$ cat config.mk
export PLATFORM = sky130hd
export DESIGN_NAME = ov7670_config_sequencer
export DESIGN_NICKNAME = d
export VERILOG_FILES = /design/src/rtl/ov7670_config_sequencer.sv
export SDC_FILE = /design/constraint.sdc
export NUM_CORES = 1
export LEC_CHECK = 0
export CAP_MARGIN = 20
export CORE_MARGIN = 2
export CORE_UTILIZATION = 50
export CTS_BUF_LIST = sky130_fd_sc_hd__clkbuf_8
export CTS_CLUSTER_SIZE = 28
export DETAILED_ROUTE_END_ITERATION = 16
export PLACE_DENSITY_LB_ADDON = 0.25
export SYNTH_ARGS = -nofsm -noshare
export SYNTH_HDL_FRONTEND = slang
export SYNTH_SLANG_ARGS = --single-unit
$ cat constraint.sdc
create_clock -name clk_i -period 4.25 [get_ports clk_i]
set_clock_uncertainty 0.2 [all_clocks]
set_input_delay 0.85 -clock clk_i [delete_from_list [all_inputs] [get_ports clk_i]]
set_output_delay 0.85 -clock clk_i [all_outputs]
set_load 0.01 [all_outputs]
$ cat src/rtl/ov7670_config_sequencer.sv
// OV7670 bring-up sequencer: drives the camera power-down/reset pins, then replays a
// register-init table as SCCB writes, with in-table delays and bounded NACK retry.
module ov7670_config_sequencer #(
    parameter int ADDR_W        = 8,
    parameter int RESET_CYCLES  = 25000,
    parameter int SETTLE_CYCLES = 25000,
    parameter int DELAY_CYCLES  = 250000,
    parameter int MAX_RETRY     = 3
) (
    input  logic              clk_i,
    input  logic              reset_i,
    input  logic              start_i,
    output logic [ADDR_W-1:0] rom_addr_o,
    input  logic [15:0]       rom_data_i,
    output logic              sccb_valid_o,
    input  logic              sccb_ready_i,
    output logic [7:0]        sccb_reg_o,
    output logic [7:0]        sccb_val_o,
    input  logic              sccb_done_i,
    input  logic              sccb_nack_i,
    output logic              ov7670_reset_o,
    output logic              ov7670_pwrdn_o,
    output logic              busy_o,
    output logic              config_done_o,
    output logic              fault_o,
    output logic [ADDR_W-1:0] fault_addr_o
);
    localparam int TMAX0 = (RESET_CYCLES > SETTLE_CYCLES) ? RESET_CYCLES : SETTLE_CYCLES;
    localparam int TMAX  = (TMAX0 > DELAY_CYCLES) ? TMAX0 : DELAY_CYCLES;
    localparam int TMR_W = (TMAX > 1) ? $clog2(TMAX) : 1;
    localparam int RTY_W = (MAX_RETRY > 0) ? $clog2(MAX_RETRY + 1) : 1;

    localparam logic [TMR_W-1:0] RESET_LAST  = TMR_W'(RESET_CYCLES - 1);
    localparam logic [TMR_W-1:0] SETTLE_LAST = TMR_W'(SETTLE_CYCLES - 1);
    localparam logic [TMR_W-1:0] DELAY_LAST  = TMR_W'(DELAY_CYCLES - 1);
    localparam logic [RTY_W-1:0] RTY_MAX     = RTY_W'(MAX_RETRY);
    localparam logic [15:0]      END_WORD    = 16'hFFFF;
    localparam logic [15:0]      DELAY_WORD  = 16'hFFF0;

    typedef enum logic [3:0] {
        S_IDLE, S_PWRUP, S_SETTLE, S_FETCH, S_DECODE, S_ISSUE,
        S_WAIT, S_DELAY, S_NEXT, S_DONE, S_FAULT
    } state_t;

    state_t            state_q, state_d;
    logic [TMR_W-1:0]  tmr_q, tmr_d;
    logic [RTY_W-1:0]  rty_q, rty_d;
    logic [ADDR_W-1:0] rom_addr_q, rom_addr_d;
    logic [ADDR_W-1:0] fault_addr_q, fault_addr_d;
    logic [7:0]        sccb_reg_q, sccb_reg_d;
    logic [7:0]        sccb_val_q, sccb_val_d;
    logic              sccb_valid_q, sccb_valid_d;
    logic              ov_reset_q, ov_reset_d;
    logic              ov_pwrdn_q, ov_pwrdn_d;
    logic              busy_q, busy_d;
    logic              done_q, done_d;
    logic              fault_q, fault_d;

    // State, shared timer, retry count and all registered outputs
    always_ff @(posedge clk_i or posedge reset_i) begin
        if (reset_i) begin
            state_q      <= S_IDLE;
            tmr_q        <= '0;
            rty_q        <= '0;
            rom_addr_q   <= '0;
            fault_addr_q <= '0;
            sccb_reg_q   <= 8'h00;
            sccb_val_q   <= 8'h00;
            sccb_valid_q <= 1'b0;
            ov_reset_q   <= 1'b0;
            ov_pwrdn_q   <= 1'b1;
            busy_q       <= 1'b0;
            done_q       <= 1'b0;
            fault_q      <= 1'b0;
        end else begin
            state_q      <= state_d;
            tmr_q        <= tmr_d;
            rty_q        <= rty_d;
            rom_addr_q   <= rom_addr_d;
            fault_addr_q <= fault_addr_d;
            sccb_reg_q   <= sccb_reg_d;
            sccb_val_q   <= sccb_val_d;
            sccb_valid_q <= sccb_valid_d;
            ov_reset_q   <= ov_reset_d;
            ov_pwrdn_q   <= ov_pwrdn_d;
            busy_q       <= busy_d;
            done_q       <= done_d;
            fault_q      <= fault_d;
        end
    end

    // Next-state logic; outputs are decoded from the next state so they register in step with it
    always_comb begin
        state_d      = state_q;
        tmr_d        = tmr_q;
        rty_d        = rty_q;
        rom_addr_d   = rom_addr_q;
        fault_addr_d = fault_addr_q;
        sccb_reg_d   = sccb_reg_q;
        sccb_val_d   = sccb_val_q;
        case (state_q)
            S_IDLE, S_DONE, S_FAULT: begin
                if (start_i) begin
                    state_d    = S_PWRUP;
                    tmr_d      = '0;
                    rom_addr_d = '0;
                end else begin
                    state_d = state_q;
                end
            end
            S_PWRUP: begin
                if (tmr_q == RESET_LAST) begin
                    tmr_d   = '0;
                    state_d = S_SETTLE;
                end else begin
                    tmr_d = tmr_q + 1'b1;
                end
            end
            S_SETTLE: begin
                if (tmr_q == SETTLE_LAST) begin
                    tmr_d   = '0;
                    state_d = S_FETCH;
                end else begin
                    tmr_d = tmr_q + 1'b1;
                end
            end
            S_FETCH: begin
                rty_d   = '0;
                state_d = S_DECODE;
            end
            S_DECODE: begin
                if (rom_data_i == END_WORD) begin
                    state_d = S_DONE;
                end else if (rom_data_i == DELAY_WORD) begin
                    tmr_d   = '0;
                    state_d = S_DELAY;
                end else begin
                    sccb_reg_d = rom_data_i[15:8];
                    sccb_val_d = rom_data_i[7:0];
                    state_d    = S_ISSUE;
                end
            end
            S_ISSUE: begin
                if (sccb_ready_i) begin
                    state_d = S_WAIT;
                end else begin
                    state_d = state_q;
                end
            end
            S_WAIT: begin
                if (!sccb_done_i) begin
                    state_d = state_q;
                end else if (!sccb_nack_i) begin
                    state_d = S_NEXT;
                end else if (rty_q < RTY_MAX) begin
                    rty_d   = rty_q + 1'b1;
                    state_d = S_ISSUE;
                end else begin
                    fault_addr_d = rom_addr_q;
                    state_d      = S_FAULT;
                end
            end
            S_DELAY: begin
                if (tmr_q == DELAY_LAST) begin
                    tmr_d   = '0;
                    state_d = S_NEXT;
                end else begin
                    tmr_d = tmr_q + 1'b1;
                end
            end
            S_NEXT: begin
                // The last table slot ends the sequence rather than wrapping to 0
                if (rom_addr_q == {ADDR_W{1'b1}}) begin
                    state_d = S_DONE;
                end else begin
                    rom_addr_d = rom_addr_q + 1'b1;
                    state_d    = S_FETCH;
                end
            end
            default: state_d = S_IDLE;
        endcase

        sccb_valid_d = (state_d == S_ISSUE);
        busy_d       = !((state_d == S_IDLE) || (state_d == S_DONE) || (state_d == S_FAULT));
        done_d       = (state_d == S_DONE);
        fault_d      = (state_d == S_FAULT);
        case (state_d)
            S_IDLE: begin
                ov_reset_d = 1'b0;
                ov_pwrdn_d = 1'b1;
            end
            S_PWRUP: begin
                ov_reset_d = 1'b0;
                ov_pwrdn_d = 1'b0;
            end
            S_DONE, S_FAULT: begin
                ov_reset_d = ov_reset_q;
                ov_pwrdn_d = ov_pwrdn_q;
            end
            default: begin
                ov_reset_d = 1'b1;
                ov_pwrdn_d = 1'b0;
            end
        endcase
    end

    assign rom_addr_o     = rom_addr_q;
    assign sccb_valid_o   = sccb_valid_q;
    assign sccb_reg_o     = sccb_reg_q;
    assign sccb_val_o     = sccb_val_q;
    assign ov7670_reset_o = ov_reset_q;
    assign ov7670_pwrdn_o = ov_pwrdn_q;
    assign busy_o         = busy_q;
    assign config_done_o  = done_q;
    assign fault_o        = fault_q;
    assign fault_addr_o   = fault_addr_q;
endmodule

# After elaboration in Yosys (flattened, before gate mapping)
# Cells that the tools add are included.
[totals]
regBits = 62
input_bits = 22
out_inout_bits = 38
wordCells = 90
[op_classes]
n_addsub = 3
order_cmp = 1
n_eq_ne = 26
muxes = 27
n_bitwise = 3
n_reduce_logical = 17
[op_table]
columns = ["op", "n"]
rows = [
  ["two-way mux 18 bit", 5],
  ["one-hot mux 18 bit (4 select lines)", 1],
  ["two-way mux 4 bit", 10],
  ["one-hot mux 4 bit (9 select lines)", 1],
  ["== test 16 bit, second input constant", 2],
  ["== test 4 x 3 -> 1 bit, second input constant", 5],
  ["== test 4 bit, second input constant", 5],
  ["adder 18 x 1 -> 18 bit, second input constant", 1],
  ["== test 18 x 15 -> 1 bit, second input constant", 1],
  ["== test 18 bit, second input constant", 1],
  ["two-way mux 8 bit", 2],
  ["one-hot mux 8 bit (2 select lines)", 1],
  ["inequality test 2 bit, second input constant", 7],
  ["AND reduction 4 bit", 3],
  ["adder 8 x 1 -> 8 bit, second input constant", 1],
  ["== test 4 x 1 -> 1 bit, second input constant", 2],
  ["== test 4 x 2 -> 1 bit, second input constant", 2],
  ["== test 8 bit, second input constant", 1],
  ["zero test 4 bit", 2],
  ["two-way mux 2 bit", 4],
  ["AND reduction 3 bit", 2],
  ["OR reduction 2 bit", 3],
  ["one-hot mux 1 bit (2 select lines)", 2],
  ["one-hot mux 2 bit (2 select lines)", 1],
  ["other kinds (8)", 12],
]

# Longest topological paths before layout
# Gate-level depths: netlist of the first run.
[depth]
depth_word = 9
mapped_depth = 9
depth_no_buf = 8

# Worst setup path after synthesis of the first run
# Ideal clock, no wire load.
[synth_timing]
path_type = "flip-flop to flip-flop"
from = "register tmr_q[9]"
to = "register ov_reset_q, in the netlist ov7670_reset_o"
setup_ns = 0.124
arrival_ns = 2.478
required_time_ns = 3.926
slack_ns = 1.449
stages_incl_launch_ff = 8
n_path_buf = 0
synth_period_minus_slack_ns = 2.801
cell_sequence = "dfrtp_1 -> or4b_1 -> nor3_2 -> and4_2 -> mux2_2 -> a2111oi_4 -> xnor2_1 -> o31a_1"
[synth_between]
elab_chain_len = 6
word_cells_on_any_way = 13
cone_classes = "5 x eq/ne; 5 x mux; 3 x reduce/logical"
[synth_rtl]
columns = ["element", "line", "rtl"]
rows = [
  ["start, declared", "46", "logic [TMR_W-1:0] tmr_q, tmr_d;"],
  ["start signal, assigned", "77", "tmr_q <= tmr_d;"],
  ["== test 18 bit or == test 18 x 15 -> 1 bit (tied branches)", "164, 112, 120", ""],
  ["two-way mux 4 bit (on tied branches)", "164, 112, 120", ""],
  ["one-hot mux 4 bit (9 select lines) (*)", "101", "case (state_q)"],
  ["== test 4 bit, or another cell as far along", "187", "case (state_d)"],
  ["OR reduction 2 bit (on tied branches)", "-", ""],
  ["one-hot mux 1 bit (2 select lines)", "187", ""],
  ["end signal, assigned", "84", "ov_reset_q <= ov_reset_d;"],
  ["end, declared", "53", "logic ov_reset_q, ov_reset_d;"],
]
# Mark *: on every way between the ends. The rest lies on a longest branch, timed or not.
# A chain may end at the register's enable or synchronous reset.

# Worst setup path in the final report of the first run
# Ends and elaborated chain as after synthesis.

==> results of run 1 <==
[layout make-up]
type / count / share of cell area [%]
multi-input combinational: 231 / 37.5
timing repair buffer: 62 / 15.1
clock inverter: 4 / 1.70
inverter: 10 / 0.926
clock buffer: 12 / 4.08
tap: 77 / 2.38
sequential: 62 / 38.3
[worst max-delay path, delay by kind of cell (launching register included)]
| kind | cells | cell delay [ns] |
|---|---|---|
| AND/OR/NAND/NOR | 3 | 1.02 |
| AO/OA/AOI/OAI | 2 | 0.73 |
| flip-flops | 1 | 0.41 |
| multiplexers | 1 | 0.36 |
| XOR/XNOR | 1 | 0.17 |
[sequential cells by signal, indices dropped and copies added, names as in the netlist, 2 cells and up]
register      count
state_q           4
sccb_reg_o        8
sccb_val_o        8
rom_addr_o        8
fault_addr_o      8
tmr_q            18
rty_q             2
[cells by family after synthesis]
kind of cell             after synthesis
multiplexers                          27
XOR/XNOR                               9
AND/OR/NAND/NOR                      124
buffers and inverters                 20
AO/OA/AOI/OAI                         68
flip-flops                            62
adder cells (fa/ha/maj)                3
[final timing paths]
check,to,from,depth (start not counted)
min in group asynchronous,fault_addr_o[7]$_DFFE_PP0P_,reset_i,3
setup / recovery,ov7670_reset_o$_DFFE_PP0N_,tmr_q[9]$_DFFE_PP0P_,7
max in group asynchronous,sccb_reg_o[6]$_DFFE_PP0P_,reset_i,3
setup reg to reg,ov7670_reset_o$_DFFE_PP0N_,tmr_q[9]$_DFFE_PP0P_,7
hold reg to reg,fault_addr_o[1]$_DFFE_PP0P_,fault_addr_o[1]$_DFFE_PP0P_,2
hold / removal,fault_addr_o[1]$_DFFE_PP0P_,fault_addr_o[1]$_DFFE_PP0P_,2
[cells in the final DEF (no fill, tap or decap), types with 9 or more instances in the layout]
cell type and count:
dfrtp_1 61, o21ai_0 32, nor2_1 24, a21oi_1 11, clkdlybuf4s50_1 59, nand2_1 25
mux2_2 25, nand3_1 18, nand4_1 9, clkbuf_8 12, inv_1 10
[report_power, final]
part | internal (W) | switching [W] | leakage [nW]
Clock | 0.000375 | 0.000221 | 0.124
Combinational | 0.000387 | 0.000388 | 0.774
Sequential | 0.000720 | 0.000118 | 0.803
[through the flow]
| stage | utilization, % | instance area, µm² | setup WS, ns | std cells | hold WS [ns] |
|---|---|---|---|---|---|
| 6_report | 64.9 | 4050 | 1.23 | 458 | 0.283 |
| 5_1_grt | 64.9 | 4050 | 1.06 | 458 | 0.298 |
| 4_1_cts | 64.9 | 4050 | 1.20 | 458 | 0.286 |
| 3_5_place_dp | 61.2 | 3820 | 1.05 | 442 | 0.269 |
| 3_3_place_gp | 61.2 | 3820 | 1.13 | 442 | 0.265 |
| 2_1_floorplan | - | 3190 | 1.45 | 313 | 0.275 |
[per-layer routing]
metal  GRT usage, %  vias up
met5              0        -
met4           10.1        0
met3           5.24       13
met2           33.7       85
met1           28.7     1244
li1               -     1273
==> run_results.csv, run 1 <==
group,metric,value,unit
cells_and_area,fin_nets,401,
detailed_routing,met3_wirelength,407,µm
run,maxCapViolations,0,
yosys,synth.most_common_cell,"dfrtp_1",
sta,worst_slew_pin_slew,0.813,ns
sta,rsz0062_at_grt,"false",
critical_path,r2r_slack,1.23,ns
sta,setup_violations,0,
cts,clockBufferDepth,2,
yosys,yosysTopAreaCell,"dfrtp_1",
cells_and_area,drive_above_1_share,15.0,%
floorplan,ios,60,
global_routing,grt_pass1_wl,12200,µm
critical_path,crit_slowest_cell,"or4b_1",
detailed_routing,wl_met2,3280,µm
floorplan,fp.dieH,83.8,µm
floorplan,start_util,51.1,%
critical_path,start_kind,"flip-flop",
yosys,synthXorXnorAreaFrac,2.47,%
global_routing,grt_pass1_vias,2573,
cts,cts_hold_buf,0,
outcome,status,"complete, no violations",
cells_and_area,multi_input_area,0.00152,mm²
pwr,leakage,1.70,nW
sta,max_freq,0.331,GHz
pwr,power_density,545,mW/mm²
sta,tns,0,ns
yosys,async_flop_share,100,%
pwr,fin_total_pwr,0.00221,W
cells_and_area,synthToLayoutAreaGrowth,27.1,%
floorplan,die-area,0.00703,mm²
critical_path,end_kind,"flip-flop",
critical_path,criticalPathCategory,"flip-flop to flip-flop",
yosys,syn-cell-area,0.00319,mm²
yosys,synthTopCellsByCount,"dfrtp_1, o21ai_0, mux2_2, nand2_1, nor2_1",
cts,cts.clk_slew.worst_paths,0.07,ns
cts,cts_setup_buffers,0,
yosys,syn_nets,338,
yosys,ys_seq_elements,62,
cells_and_area,regArea,0.00155,mm²
cts,tritoncts,"built",
cts,cts.sinks,62,
yosys,synth_top_area_share,47.9,%
sta,post-route-min-period,3.02,ns
detailed_routing,viasPerCell,5.71,
critical_path,required,4.27,ns
cts,cts-root-buf,"clkbuf_8",
detailed_routing,drt_iter0_markers,121,
yosys,synthMuxAreaShare,9.46,%
global_routing,antenna_found_initial,0,
placement,routabilityCongestion,0.865,
yosys,avgSynthCellArea,10.2,µm²
critical_path,cp.arrival,3.05,ns
yosys,synth_cells,313,
floorplan,die_w,83.8,µm
yosys,synth_area_leaders,"dfrtp_1, mux2_2, o21ai_0, nand2_1, nand3_1",
floorplan,core_area,0.00624,mm²
cts,insertion_delay,0.34,ns
detailed_routing,top_layer,"met4",
critical_path,cp_max_fo,4,
global_routing,grt.total_usage,21.7,%
sta,min_period_over_period,71.2,%
floorplan,num_rows,29,
global_routing,grt.overflow.total,0,
yosys,synthSimpleGateAreaFrac,20.8,%
detailed_routing,drt_first_pass_iters,4,
global_routing,grt_start_max_net_pins,63,
detailed_routing,drc,0,
cts,h-tree-depth,3,
cts,cts_resized,0,
cells_and_area,nFillCells,507,
detailed_routing,wire_per_inst,15.3,µm
yosys,ys_seq_area_share,48.7,%
yosys,synth_cell_types,53,
yosys,synth_edf_count,0,
yosys,synthAdderAreaFrac,1.18,%
sta,maxSlewViolCount,0,
yosys,ys_warn_count,0,
cells_and_area,antennaDiodeCount,0,
sta,finalHoldViolCount,0,
hold_path,hold_path_class,"flip-flop to flip-flop",
sta,relSlewSlack,45.8,%
critical_path,path_cells,"or4b_1 > nor3_2 > and4_2 > mux2_2 > a2111oi_4 > xnor2_1 > o31a_1",
placement,port_buffers,59,
detailed_routing,drt_wl_total,6990,µm
yosys,synth_top_family_by_area,"simple AND/OR/NAND/NOR gates",
detailed_routing,drt.antenna.violating_nets,0,
yosys,synth-compound-area-share,13.7,%
yosys,synth-main-ff-cell,"dfrtp_1",
placement,dpl.hpwl,4910,µm
cts,cts_buffers,9,
detailed_routing,vias,2615,
pwr,ir_worst_vdd,0.396,mV
detailed_routing,wl_met1,3180,µm
critical_path,cpPeakStageDelay,0.55,ns
(Power assumes the default switching activity.)
==> run 2: changes to the inputs <==
==> constraint.sdc (replaced) <==
create_clock -name clk_i -period 3.1 [get_ports clk_i]
set_clock_uncertainty 0.2 [all_clocks]
set_input_delay 0.62 -clock clk_i [delete_from_list [all_inputs] [get_ports clk_i]]
set_output_delay 0.62 -clock clk_i [all_outputs]
set_load 0.01 [all_outputs]
==> run_results.csv, run 2 (synthesis gave the netlist of run 1 again) <==
group,metric,value,unit
outcome,status,"complete, no violations",
floorplan,die-area,0.00703,mm²
cells_and_area,antennaDiodeCount,0,
pwr,ir_worst_vdd,0.524,mV
detailed_routing,vias,2654,
critical_path,required,3.13,ns
detailed_routing,drt_iter0_markers,107,
cells_and_area,regMostFlops,"tmr_q",
detailed_routing,drt.antenna.violating_nets,0,
detailed_routing,drt_first_pass_iters,4,
cts,h-tree-depth,3,
cells_and_area,largest_reg_flops,18,
detailed_routing,wire_per_inst,15.3,µm
detailed_routing,viasPerCell,5.68,
cts,insertion_delay,0.34,ns
cells_and_area,stdcell_count,467,
cts,cts_setup_buffers,0,
sta,max_freq,0.335,GHz
cells_and_area,postLayoutCoreUtil,65.1,%
placement,place_area,0.00388,mm²
global_routing,grt.overflow.total,0,
detailed_routing,drc,0,
sta,rsz0062_at_grt,"false",
sta,setup_violations,0,
cells_and_area,drive_above_1_share,17.2,%
global_routing,grt_start_max_net_pins,37,
placement,routabilityCongestion,0.888,
placement,placed_cells,451,
cells_and_area,synthToLayoutAreaGrowth,27.4,%
cells_and_area,fin_nets,410,
global_routing,antenna_found_initial,0,
critical_path,cp_max_fo,6,
critical_path,cp.arrival,3.01,ns
hold_path,min_from,"fault_addr_o[1]$_DFFE_PP0P_",
cts,cts_resized,0,
critical_path,reg2reg_depth,7,
cts,clockBufferDepth,2,
global_routing,grt_pass1_wl,12200,µm
sta,worst_slew_pin_slew,1.06,ns
sta,relSlewSlack,29.4,%
cts,cts.sinks,62,
cells_and_area,fin_area,0.00406,mm²
sta,finalHoldViolCount,0,
detailed_routing,drt_wl_total,7140,µm
cells_and_area,layout_common_cells,"dfrtp_1, clkdlybuf4s50_1, o21ai_0",
hold_path,hold_path_class,"flip-flop to flip-flop",
floorplan,num_rows,29,
cells_and_area,nFillCells,495,
critical_path,criticalPathCategory,"flip-flop to flip-flop",
cts,cts-root-buf,"clkbuf_8",
floorplan,fp.dieH,83.8,µm
floorplan,core_area,0.00624,mm²
cts,cts_hold_buf,0,
run,maxCapViolations,0,
floorplan,die_w,83.8,µm
floorplan,ios,60,
critical_path,end_kind,"flip-flop",
pwr,leakage,1.71,nW
global_routing,grt.total_usage,21.7,%
critical_path,reg2reg_from,"tmr_q[10]$_DFFE_PP0P_",
hold_path,min_path_cells,2,
placement,dpl.hpwl,5200,µm
cells_and_area,multi_input_area,0.00152,mm²
sta,post-route-min-period,2.98,ns
cells_and_area,regArea,0.00155,mm²
placement,port_buffers,59,
cts,cts.clk_slew.worst_paths,0.07,ns
pwr,power_density,706,mW/mm²
floorplan,start_util,51.1,%
global_routing,grt_pass1_vias,2541,
critical_path,cp-startpoint,"tmr_q[10]$_DFFE_PP0P_",
sta,maxSlewViolCount,0,
cells_and_area,mostFrequentLayoutCell,"dfrtp_1",
sta,tns,0,ns
critical_path,start_kind,"flip-flop",
cts,cts_buffers,9,
cts,tritoncts,"built",
pwr,fin_total_pwr,0.00287,W
sta,min_period_over_period,96.2,%
-- run 2: critical path: stages, from the launching register on --
cell and delay [ns]:
dfrtp_1 0.43, or4b_1 0.55, nor3_2 0.18, and4_2 0.29, mux2_2 0.36, a2111oi_4 0.44
xnor2_1 0.16, o31a_1 0.26
-- run 2: per-layer routing --
layer	routed length, µm	up-vias	track usage (%)
li1	-	1288	-
met1	3260	1269	29.6
met2	3360	81	33.2
met3	379	16	4.75
met4	142	0	9.97
met5	0	-	0
-- run 2: area by class of cell --
class,count,area share [%]
clock buffer,10,3.39
multi-input combinational,231,37.4
sequential,62,38.2
clock inverter,6,0.925
timing repair buffer,71,16.8
tap,77,2.37
inverter,10,0.925
-- run 2: through the flow --
step | setup slack, ns | hold slack, ns
2_1_floorplan | 0.299 | 0.275
3_3_place_gp | 0.208 | 0.270
3_5_place_dp | 0.122 | 0.271
4_1_cts | 0.113 | 0.287
5_1_grt | 0.000937 | 0.317
6_report | 0.119 | 0.281
-- run 2: report_power, final --
part | total (W) | leakage (nW) | switching [W] | internal, W
registers | 0.00112 | 0.803 | 0.000132 | 0.000988
logic | 0.00112 | 0.819 | 0.000554 | 0.000568
clock network | 0.000623 | 0.0841 | 0.000316 | 0.000307
-- run 2: path summary, 6_finish.rpt --
path	end	slack [ns]
min	fault_addr_o[1]$_DFFE_PP0P_	0.28
max	ov7670_reset_o$_DFFE_PP0N_	0.12
max in group asynchronous	rom_addr_o[7]$_DFFE_PP0P_	1.51
min in group asynchronous	sccb_val_o[1]$_DFFE_PP0P_	0.54
max reg2reg	ov7670_reset_o$_DFFE_PP0N_	0.12
min reg2reg	fault_addr_o[1]$_DFFE_PP0P_	0.28
